## src/rtl/gshare_ongorucu_param.sv

```systemverilog
// Parametrised gshare direction predictor: PC ^ global history indexes a table of saturating counters.
// Define GSHARE_SPEC_GHR_EN for speculative global history with mispredict repair.
module gshare_ongorucu_param #(
  parameter int PHT_ENTRIES = 256,
  parameter int GHR_BITS    = 8,
  parameter int CTR_BITS    = 2,
  parameter int PC_LSB      = 1
) (
  input  logic                clk_i,
  input  logic                rst_ni,
  input  logic                tahmin_ps_gecerli_i,
  input  logic [31:0]         tahmin_ps_i,
  input  logic [31:0]         ongoru_genisletilmis_anlik_i,
  output logic                ongorulen_ps_gecerli_o,
  output logic [31:0]         ongorulen_ps_o,
  output logic                ongorulen_atla_o,
  output logic [GHR_BITS-1:0] ongorulen_gecmis_o,
  input  logic                yurut_ps_gecerli_i,
  input  logic [31:0]         yurut_ps_i,
  input  logic [GHR_BITS-1:0] yurut_gecmis_i,
  input  logic                yurut_atladi_i,
  input  logic                yanlis_tahmin_i
);

  localparam int IDX_BITS = $clog2(PHT_ENTRIES);
  localparam logic [CTR_BITS-1:0] CTR_INIT = CTR_BITS'((1 << (CTR_BITS - 1)) - 1);
  localparam logic [CTR_BITS-1:0] CTR_MAX  = {CTR_BITS{1'b1}};

  logic [CTR_BITS-1:0] pht [PHT_ENTRIES];
  logic [GHR_BITS-1:0] ghr, ghr_nxt;

  function automatic logic [IDX_BITS-1:0] idx_of(input logic [31:0] pc,
                                                 input logic [GHR_BITS-1:0] h);
    return pc[PC_LSB +: IDX_BITS] ^ IDX_BITS'(h);
  endfunction

  // Written as a loop so a one-bit history needs no special case.
  function automatic logic [GHR_BITS-1:0] shift_in(input logic [GHR_BITS-1:0] h,
                                                   input logic b);
    logic [GHR_BITS-1:0] r;
    r[0] = b;
    for (int i = 1; i < GHR_BITS; i++) r[i] = h[i-1];
    return r;
  endfunction

  logic [IDX_BITS-1:0] pred_idx, upd_idx;
  logic                pred_taken;
  logic [CTR_BITS-1:0] upd_ctr, upd_ctr_nxt;

  assign pred_idx   = idx_of(tahmin_ps_i, ghr);
  assign pred_taken = pht[pred_idx][CTR_BITS-1];
  assign upd_idx    = idx_of(yurut_ps_i, yurut_gecmis_i);
  assign upd_ctr    = pht[upd_idx];

  always_comb begin
    // NOTE: every always_comb output gets a default first so no path can infer a latch.
    upd_ctr_nxt = upd_ctr;
    if (yurut_atladi_i) begin
      if (upd_ctr != CTR_MAX) upd_ctr_nxt = upd_ctr + CTR_BITS'(1);
    end else begin
      if (upd_ctr != '0) upd_ctr_nxt = upd_ctr - CTR_BITS'(1);
    end
  end

`ifdef GSHARE_SPEC_GHR_EN
  // Repair is applied last so it overrides the speculative shift of a same-cycle prediction.
  always_comb begin
    ghr_nxt = ghr;
    if (tahmin_ps_gecerli_i) ghr_nxt = shift_in(ghr, pred_taken);
    if (yurut_ps_gecerli_i && yanlis_tahmin_i) ghr_nxt = shift_in(yurut_gecmis_i, yurut_atladi_i);
  end
`else
  always_comb begin
    ghr_nxt = ghr;
    if (yurut_ps_gecerli_i) ghr_nxt = shift_in(ghr, yurut_atladi_i);
  end
`endif

  // Only the index slice of the update PC matters; the mispredict flag is unused without speculation.
  logic unused_sigs;
  assign unused_sigs = ^{yurut_ps_i, yanlis_tahmin_i};

  always_ff @(posedge clk_i or negedge rst_ni) begin
    if (!rst_ni) begin
      ongorulen_ps_gecerli_o <= 1'b0;
      ongorulen_ps_o         <= '0;
      ongorulen_atla_o       <= 1'b0;
      ongorulen_gecmis_o     <= '0;
      ghr                    <= '0;
      // NOTE: the counter table lives in flops, not RAM, because every entry must return to weak not-taken on reset.
      for (int i = 0; i < PHT_ENTRIES; i++) pht[i] <= CTR_INIT;
    end else begin
      // NOTE: non-blocking assignments keep the prediction read of pht/ghr on pre-edge values.
      ongorulen_ps_gecerli_o <= tahmin_ps_gecerli_i;
      if (tahmin_ps_gecerli_i) begin
        ongorulen_atla_o   <= pred_taken;
        ongorulen_ps_o     <= tahmin_ps_i + (pred_taken ? ongoru_genisletilmis_anlik_i : 32'd4);
        ongorulen_gecmis_o <= ghr;
      end
      if (yurut_ps_gecerli_i) pht[upd_idx] <= upd_ctr_nxt;
      ghr <= ghr_nxt;
    end
  end

endmodule

```

## config.mk

```make
export PLATFORM = sky130hd
export DESIGN_NAME = gshare_ongorucu_param
export DESIGN_NICKNAME = d
export VERILOG_FILES = /design/src/rtl/gshare_ongorucu_param.sv
export SDC_FILE = /design/constraint.sdc
export NUM_CORES = 1
export LEC_CHECK = 0
export BUFFER_PORTS_ARGS = -buffer_cell sky130_fd_sc_hd__buf_4
export CORE_MARGIN = 4
export CORE_UTILIZATION = 40
export DETAILED_ROUTE_END_ITERATION = 12
export PLACE_DENSITY = 0.62
export SKIP_LAST_GASP = 1
export SLEW_MARGIN = 20
export SYNTH_ARGS = -nofsm -noshare
export SYNTH_HDL_FRONTEND = slang
export SYNTH_SLANG_ARGS = --single-unit
```

## constraint.sdc

```tcl
create_clock -name clk_i -period 5.7 [get_ports clk_i]
set_input_delay 0.57 -clock clk_i [delete_from_list [all_inputs] [get_ports clk_i]]
set_output_delay 0.57 -clock clk_i [all_outputs]
set_load 0.05 [all_outputs]
```

# ---- Yosys cells after proc, flatten, opt, wreduce, memory -nomap -nowiden
# Cells that the tools add are included.
dict set report op_classes {
  n_eq_ne 1
  n_bitwise 4
  n_reduce_logical 2
  order_cmp 3
  muxes 13
  addsub 3
}
# op count
set ops {}
lappend ops {{bitwise mux 512 bit} 1}
lappend ops {{adder 32 bit} 1}
lappend ops {{binary-select mux 2 bit (select 8 bit)} 2}
lappend ops {{2-to-1 mux 32 bit} 1}
lappend ops {{>= comparator 9 bit (second input constant)} 2}
lappend ops {{inverter 8 -> 9 bit} 2}
lappend ops {{demux 2 bit (select 8 bit)} 1}
lappend ops {{2-to-1 mux 2 bit} 8}
lappend ops {{bitwise XOR 8 bit} 2}
lappend ops {{< comparator 9 x 1 -> 1 bit (second input constant)} 1}
lappend ops {{adder 2 x 1 -> 2 bit (second input constant)} 1}
lappend ops {{inequality test 2 bit (second input constant)} 1}
lappend ops {{nonzero test 2 bit} 1}
lappend ops {{subtractor 2 x 1 -> 2 bit (second input constant)} 1}
lappend ops {{logical AND 1 bit} 1}
dict set report word_totals {
  ff_bits 562
  in_bits 110
  wordCells 287
}

# ---- Longest topological paths before layout
# Gate-level depths: netlist of the first run.
dict set report depth {
  ltp_word 9
  depth_mapped 24
  depth_no_buf 20
}

# ---- Least setup slack after synthesis of the first run
# No wires, ideal clock.
dict set report synth_timing {
  path_type {input to register}
  from {input tahmin_ps_i[1]}
  to {register ongorulen_ps_o[26]}
  setup_ns 0.065
  path_slack_ns -0.152
  stages 23
  arrival_ns 5.788
  path_buffers 3
  path_cell_list {xor2_1 > buf_2 > buf_2 > mux4_2 > a22oi_1 > o211ai_1 > nand4b_1 > nor3_1 > nor4_1 > clkbuf_1 > nor2b_1 > ha_1 > inv_1 > fa_1 > nor2b_1 > o21ai_0 > a21boi_0 > o31a_1 > nor4_1 > o21ai_0 > a211o_1 > a2111oi_0 > or3_1}
}
dict set report synth_between {
  elab_chain_cells 7
}
# element line
set synth_lines {}
lappend synth_lines {{from (decl)} 12} ;# input logic [31:0] tahmin_ps_i,
lappend synth_lines {{bitwise XOR 8 bit} 34} ;# return pc[PC_LSB +: IDX_BITS] ^ IDX_BITS'(h);
lappend synth_lines {{inverter 8 -> 9 bit (implied by the code)} 51} ;# assign pred_taken = pht[pred_idx][CTR_BITS-1];
lappend synth_lines {{binary-select mux 2 bit (select 8 bit)} 51}
lappend synth_lines {{2-to-1 mux 2 bit (implied by the code) (2 in a row)} 51}
lappend synth_lines {{2-to-1 mux 32 bit} 97} ;# ongorulen_ps_o <= tahmin_ps_i + (pred_taken ? ongoru_genisletilmis_anlik_i : 32'd4);
lappend synth_lines {{adder 32 bit (*)} 97}
lappend synth_lines {{to (signal assigned)} 97}
lappend synth_lines {{to (decl)} 15} ;# output logic [31:0] ongorulen_ps_o,
# Every way passes the cells marked *; elsewhere a longest branch is shown, timed or not. The select of a mux whose other input is x is not followed.
# A chain may end at the register's enable or synchronous reset.

# ---- Worst setup path after layout of the first run
dict set report layout_timing {
  from {register ghr[0]}
  to {register ongorulen_ps_o[26]}
}
dict set report layout_between {
  elab_chain_cells 7
}
# element line
set layout_lines {}
lappend layout_lines {{from (decl)} 30} ;# logic [GHR_BITS-1:0] ghr, ghr_nxt;
lappend layout_lines {{from (signal assigned)} 101} ;# ghr <= ghr_nxt;
lappend layout_lines {{bitwise XOR 8 bit} 34}
lappend layout_lines {{inverter 8 -> 9 bit (implied by the code)} 51}
lappend layout_lines {{binary-select mux 2 bit (select 8 bit)} 51}
lappend layout_lines {{2-to-1 mux 2 bit (implied by the code) (2 in a row)} 51}
lappend layout_lines {{2-to-1 mux 32 bit} 97}
lappend layout_lines {{adder 32 bit} 97}
# Every way passes these cells. The select of a mux whose other input is x is not followed.

==> flow_summary.json, run 1 <==
{
  "outcome": "complete, no violations",
  "std_cell_rows": 102,
  "cts_sinks": 562,
  "synth_async_sr_flop_share": 1.00,
  "drtIter0Drc": 1978,
  "vias": 23000,
  "critPathArrivalTime_ns": 6.03,
  "cap_violations": 0,
  "clockBufferDepth": 3,
  "netlist_instances": 2495,
  "path_buf_inv": 6,
  "initial_utilization": 0.404,
  "cts_max_level": 2,
  "fin_setup_tns_ns": 0,
  "grt_antenna_before_repair": 0,
  "io_pins": 152,
  "routed_wl_mm": 102,
  "drc_errors": 0,
  "synth_largest_area_cell": "dfrtp_1",
  "grt_overflow": 0,
  "worstSetupPathType": "reg2reg",
  "ys_warn_count": 0,
  "stdcell_area_um2": 37200,
  "cp_top_family": "compound AO/OA/AOI/OAI gates",
  "fin_worst_skew_ns": 0.0287,
  "ys.flop_type": "dfrtp_1",
  "synth-seq-cells": 562,
  "grt_max_degree": 181,
  "coreArea_um2": 77600,
  "syn_nets": 2637,
  "critPathMaxFanout": 5,
  "gp_congestion": 0.938,
  "syn_to_final_growth_pct": 18.6,
  "hold-worst-slack_ns": 0.262,
  "drive_gt1_frac": 0.531,
  "synthDistinctLibCells": 76,
  "cp_slowest_cell": "dfrtp_2",
  "worstHoldPathCells": 2,
  "crit_required_ns": 6.30,
  "die_w_um": 288,
  "grt_pass1_vias": 23900,
  "fmax_mhz": 184,
  "final_hold_viol_count": 0,
  "die_y_um": 288,
  "synth_area_leaders": "dfrtp_1, dfstp_2, mux2_2",
  "num-fill-cells": 7008,
  "routed_via_density": 6.02,
  "hp-start": "yurut_atladi_i",
  "worst_slew_pin_slew_ns": 1.05,
  "clk_pin_slew_ns": 0.06,
  "crit_top_cell": "buf_4",
  "dieArea_um2": 83000,
  "numCtsBuffers": 61,
  "p_leak_nw": 15.6,
  "maxSlewHeadroom": 0.294,
  "crit_start": "ghr[0]$_DFFE_PN0P_",
  "fin_nets": 2873,
  "p_per_area_nw_per_um2": 394,
  "setup_viol": 0,
  "synthesis.area_um2": 31400,
  "place_area_um2": 34700,
  "synth_edf_count": 0,
  "cp-end-kind": "flop",
  "dp_hpwl_mm": 67.9,
  "crit_path_max_incr_delay_ns": 0.44,
  "clkLatencyLatePin_ns": 0.66,
  "fin_crit_ns": 5.44,
  "grt_use_total": 0.242,
  "slew_viol_final": 0,
  "finalCritPeriodShare": 0.954,
  "ir_drop_mv": 0.297,
  "r2r_cells": 24,
  "grt_pass1_wl_mm": 153,
  "root_buffer": "clkbuf_16",
  "synth_area_per_cell_um2": 12.6,
  "ys_seq_area_frac": 0.458,
  "r2r-start": "ghr[0]$_DFFE_PN0P_",
  "cts_tree": "done",
  "ant_nets": 0,
  "worstSetupStartpointType": "flop",
  "portBuffers": 126,
  "hold_class": "in2reg",
  "path_cells": "xor2_4 > buf_12 > buf_12 > buf_6 > mux4_2 > mux2i_1 > o211ai_1 > nand4b_1 > nor3_4 > nor4_4 > buf_4 > buf_4 > or2_2 > ha_4 > nor2b_1 > o21ai_1 > a21boi_1 > o31a_1 > nor4_2 > buf_4 > o21ai_2 > a211o_1 > a2111oi_4 > or3_1",
  "drtPass1Iterations": 5,
  "synth_top_area_share": 0.244,
  "wl_per_cell_um": 26.7,
  "worst-path-stages": 24
}
-- cells by family (layout without fill, tap and decap cells) --
| kind of cell | after synthesis | in the layout | synth area share |
|---|---|---|---|
| AOI/OAI and AO/OA | 219 | 219 | 0.0498 |
| xor gates and xnor gates | 47 | 47 | 0.0143 |
| adders and majority gates | 34 | 34 | 0.0138 |
| buffers and inverters | 200 | 489 | 0.0357 |
| DFF | 562 | 562 | 0.458 |
| muxes | 733 | 733 | 0.328 |
| other | 0 | 3 | 0 |
| and+or+nand+nor | 700 | 700 | 0.0999 |
-- cells in the final DEF, fill, tap and decap left out, types with 6 or more instances in the layout --
cell type,count
and3_1,8
clkbuf_16,61
dfstp_2,256
a32oi_1,18
buf_12,22
ha_1,30
o21ai_0,37
mux2_4,90
o2111ai_1,8
o211ai_1,15
nor2b_1,37
mux2_2,462
nor2_1,326
nor4_1,18
o31ai_1,6
clkbuf_8,28
nand2_1,150
mux2i_1,28
nand4_1,36
clkbuf_1,12
nand3_1,46
xor2_4,7
dfrtp_1,304
nor3_1,23
a21oi_1,26
buf_4,330
xnor2_1,19
o21a_1,6
mux4_2,150
a211oi_1,11
clkinv_2,6
a311oi_1,12
nand3_2,8
xor2_1,15
a21o_1,11
inv_1,13
o22ai_1,10
and2_1,7
-- Yosys cell counts, types with 36 or more instances --
library cell and number:
mux2_2 462, mux4_2 150, nand4_1 36, nor2b_1 37, dfstp_2 256, nand3_1 54
nand2_1 150, mux2_4 90, dfrtp_1 306, clkbuf_1 90, o21ai_0 41, buf_2 48
nor2_1 328
-- worst register-to-register path: stages, from the launching register on --
cell       delay (ns)
dfrtp_2          0.44
xor2_4           0.17
buf_12           0.16
buf_12           0.16
buf_6            0.14
mux4_2           0.33
mux2i_1          0.08
o211ai_1         0.31
nand4b_1         0.22
nor3_4           0.39
nor4_4           0.09
buf_4            0.18
buf_4            0.16
or2_2            0.30
ha_4             0.23
nor2b_1          0.13
o21ai_1          0.17
a21boi_1         0.12
o31a_1           0.29
nor4_2           0.21
buf_4            0.15
o21ai_2          0.08
a211o_1          0.38
a2111oi_4        0.37
or3_1            0.16
-- routing by layer --
layer	vias to the layer above	GRT usage	wire, µm
li1	9672	-	-
met1	12000	0.334	42100
met5	-	0	0
met3	227	0.0534	8820
met4	0	0.0925	4180
met2	1101	0.375	46900
-- registers in the layout, indices dropped and copies added (netlist names) --
name                    count
pht                       512
ongorulen_ps_o             32
ghr                         8
ongorulen_gecmis_o          8
ongorulen_atla_o            1
ongorulen_ps_gecerli_o      1
-- layout make-up --
| class | count | area [µm²] | area share |
|---|---|---|---|
| tap | 1040 | 1300 | 0.0350 |
| sequential | 562 | 14400 | 0.387 |
| multi-input combinational | 1733 | 16300 | 0.437 |
| clock buffer | 101 | 1960 | 0.0526 |
| inverter | 13 | 48.8 | 0.00131 |
| antenna | 3 | 7.51 | 0.000202 |
| timing repair buffer | 360 | 3020 | 0.0812 |
| clock inverter | 15 | 231 | 0.00622 |
-- metrics by stage --
| stage | total power [W] | util | worst slack [ns] | instances |
|---|---|---|---|---|
| after floorplan | 0.00817 | - | 0.00469 | 2495 |
| after global placement | 0.0101 | 0.447 | -0.364 | 3696 |
| after detailed placement | 0.0102 | 0.447 | -0.494 | 3696 |
| after CTS | 0.0145 | 0.476 | 0.0230 | 3815 |
| after global routing | 0.0153 | 0.480 | -0.0289 | 3824 |
| final | 0.0147 | 0.480 | 0.262 | 3827 |
-- path summary, 6_finish.rpt --
| path | end | slack [ns] |
|---|---|---|
| setup / recovery | ongorulen_ps_o[26]$_DFFE_PN0P_ | 0.26 |
| hold / removal | ghr[0]$_DFFE_PN0P_ | 0.26 |
| max in group asynchronous | pht[510]$_DFFE_PN1P_ | 3.96 |
| hold reg to reg | ongorulen_ps_o[4]$_DFFE_PN0P_ | 0.48 |
| setup reg to reg | ongorulen_ps_o[26]$_DFFE_PN0P_ | 0.26 |
| min in group asynchronous | pht[361]$_DFFE_PN0P_ | 0.39 |
-- repair_timing --
item                                    CTS  global route
endpoints found under the hold margin     0            11
cloned                                    0             1
setup buffers                             3             6
pin swaps                                 2            14
endpoints found under the setup margin    3            16
gates resized for setup                   8            34
hold buffers                              0             1
-- report_power, final --
part	switching (W)	internal, W	leakage [nW]
Combinational	0.00310	0.00230	7.71
Sequential	0.000374	0.00465	6.77
Clock	0.00173	0.00252	1.08
Total	0.00520	0.00947	15.6
(Power assumes the default switching activity.)
==> inputs of run 2 (changes only) <==
Settings changed: PLACE_DENSITY 0.62 to 0.6, RECOVER_POWER set to 50.
Clock period 5.7 ns to 5.2 ns, I/O delays scaled along.
==> flow_summary.json, run 2 (synthesized netlist as in run 1, its figures left out) <==
{
  "numCtsBuffers": 66,
  "setup_ws_ns": -0.129,
  "drtPass1Iterations": 6,
  "hold-worst-slack_ns": 0.250,
  "finalCritPeriodShare": 1.02,
  "fin_worst_skew_ns": 0.0222,
  "portBuffers": 126,
  "met1_usage": 0.349,
  "hp-start": "yurut_atladi_i",
  "ant_nets": 0,
  "place_area_um2": 35200,
  "clockBufferDepth": 3,
  "r2r_setup_slack_ns": -0.13,
  "root_buffer": "clkbuf_16",
  "r2r-start": "ghr[2]$_DFFE_PN0P_",
  "worstSetupPathType": "reg2reg",
  "drc_errors": 0,
  "routed_via_density": 6.01,
  "fin_util": 0.492,
  "wl_per_cell_um": 27.1,
  "fin_setup_tns_ns": -0.599,
  "met2_usage": 0.384,
  "cap_violations": 5,
  "multi_input_area_um2": 16500,
  "reg_top3": "pht (512), ongorulen_ps_o (32)",
  "dieArea_um2": 83000,
  "cts_tree": "done",
  "cts_max_level": 3,
  "stdcell_area_um2": 38200,
  "vias": 23500,
  "grt_use_total": 0.252,
  "final_hold_viol_count": 0,
  "routed_wl_mm": 106,
  "maxSlewHeadroom": -0.540,
  "ir_drop_mv": 0.248,
  "clk_pin_slew_ns": 0.05,
  "grt-busiest-layer": "met2",
  "gp_congestion": 0.922,
  "layout_common_cells": "mux2_2, buf_4, nor2_1",
  "grt_max_degree": 162,
  "slew_viol_final": 571,
  "syn_to_final_growth_pct": 21.6,
  "power_w": 0.0169,
  "critPathMaxFanout": 19,
  "grt_pass1_wl_mm": 158,
  "layout_commonest_cell": "mux2_2",
  "hold_class": "in2reg",
  "cp-end-kind": "flop",
  "clkLatencyLatePin_ns": 0.63,
  "initial_utilization": 0.404,
  "grt_pass1_vias": 24400,
  "regArea_um2": 14400,
  "drtIter0Drc": 2359,
  "worstHoldPathCells": 2,
  "cts_sinks": 562,
  "largest_register": "pht",
  "p_per_area_nw_per_um2": 442,
  "p_leak_nw": 16.0,
  "critPathArrivalTime_ns": 5.83,
  "grt_antenna_before_repair": 4,
  "fmax_mhz": 188,
  "std_cell_rows": 102,
  "fin_nets": 2954,
  "r2r_cells": 25,
  "setup_viol": 8,
  "die_y_um": 288,
  "num-fill-cells": 6901,
  "coreArea_um2": 77600,
  "largest_reg_flops": 512,
  "dp_hpwl_mm": 71.3,
  "crit_required_ns": 5.70,
  "grt_overflow": 0,
  "fin_crit_ns": 5.33,
  "drive_gt1_frac": 0.537,
  "die_w_um": 288,
  "outcome": "finished, violations left",
  "io_pins": 152,
  "rsz0062_at_grt": "yes",
  "crit_start": "ghr[2]$_DFFE_PN0P_",
  "grt_use_met3": 0.0549,
  "failed_checks": "capacitance limit, slew limit, setup timing",
  "worstSetupStartpointType": "flop",
  "worst_slew_pin_slew_ns": 2.31
}
## run 2: layout make-up
cell class	instances	share of cell area
Clock buffer	104	0.0523
Tap cell	1040	0.0341
Timing Repair Buffer	436	0.0975
Antenna cell	1	0.0000656
Clock inverter	18	0.00620
Sequential cell	562	0.377
Multi-Input combinational cell	1733	0.432
Inverter	13	0.00128
## run 2: per-stage QoR
step	cells	setup WS, ns
6_report	3907	-0.129
5_1_grt	3906	-0.380
4_1_cts	3899	-0.0763
3_5_place_dp	3745	-0.894
3_3_place_gp	3745	-0.838
2_1_floorplan	2495	-0.00861
## run 2: worst paths after layout
path | to
worst max register to register | ongorulen_ps_o[24]$_DFFE_PN0P_
worst max-delay path | ongorulen_ps_o[24]$_DFFE_PN0P_
min in group asynchronous | pht[377]$_DFFE_PN0P_
worst min-delay path | ghr[0]$_DFFE_PN0P_
max in group asynchronous | pht[227]$_DFFE_PN0P_
worst min register to register | ongorulen_ps_o[12]$_DFFE_PN0P_
## run 2: what timing repair did
| item | in CTS | in global routing |
|---|---|---|
| buffers inserted | 25 | 7 |
| resized for setup | 76 | 31 |
| pin swaps | 50 | 41 |
| cloned | 6 | 0 |
| endpoints found under the setup margin | 26 | 23 |
| hold endpoints to repair | 45 | 0 |
| hold buffers | 1 | 0 |
## run 2: power by group
part | internal [W] | total (W) | switching (W)
clock | 0.00285 | 0.00480 | 0.00194
combinational | 0.00291 | 0.00656 | 0.00365
sequential | 0.00510 | 0.00552 | 0.000419
## run 2: layer usage
metal  wire [µm]  part of all wire
met5           0                 0
met4        4870             0.046
met2       48000              0.45
met1       43800              0.41
met3        9250             0.087
## run 2: worst max-delay path: stages (launching register included)
cell	delay, ns
dfrtp_1	0.44
xor2_4	0.18
buf_12	0.15
buf_4	0.14
buf_12	0.16
nor2_1	0.27
a311oi_1	0.15
o211ai_1	0.16
nand4_1	0.27
o211a_1	0.33
nor4_4	0.34
buf_12	0.18
buf_12	0.11
buf_4	0.12
nor2b_1	0.05
ha_1	0.32
buf_4	0.17
a21o_1	0.18
a21oi_2	0.13
nor2b_2	0.07
nor4_2	0.27
buf_4	0.17
o21ai_4	0.06
a211o_1	0.34
xor2_1	0.16
mux2_4	0.26
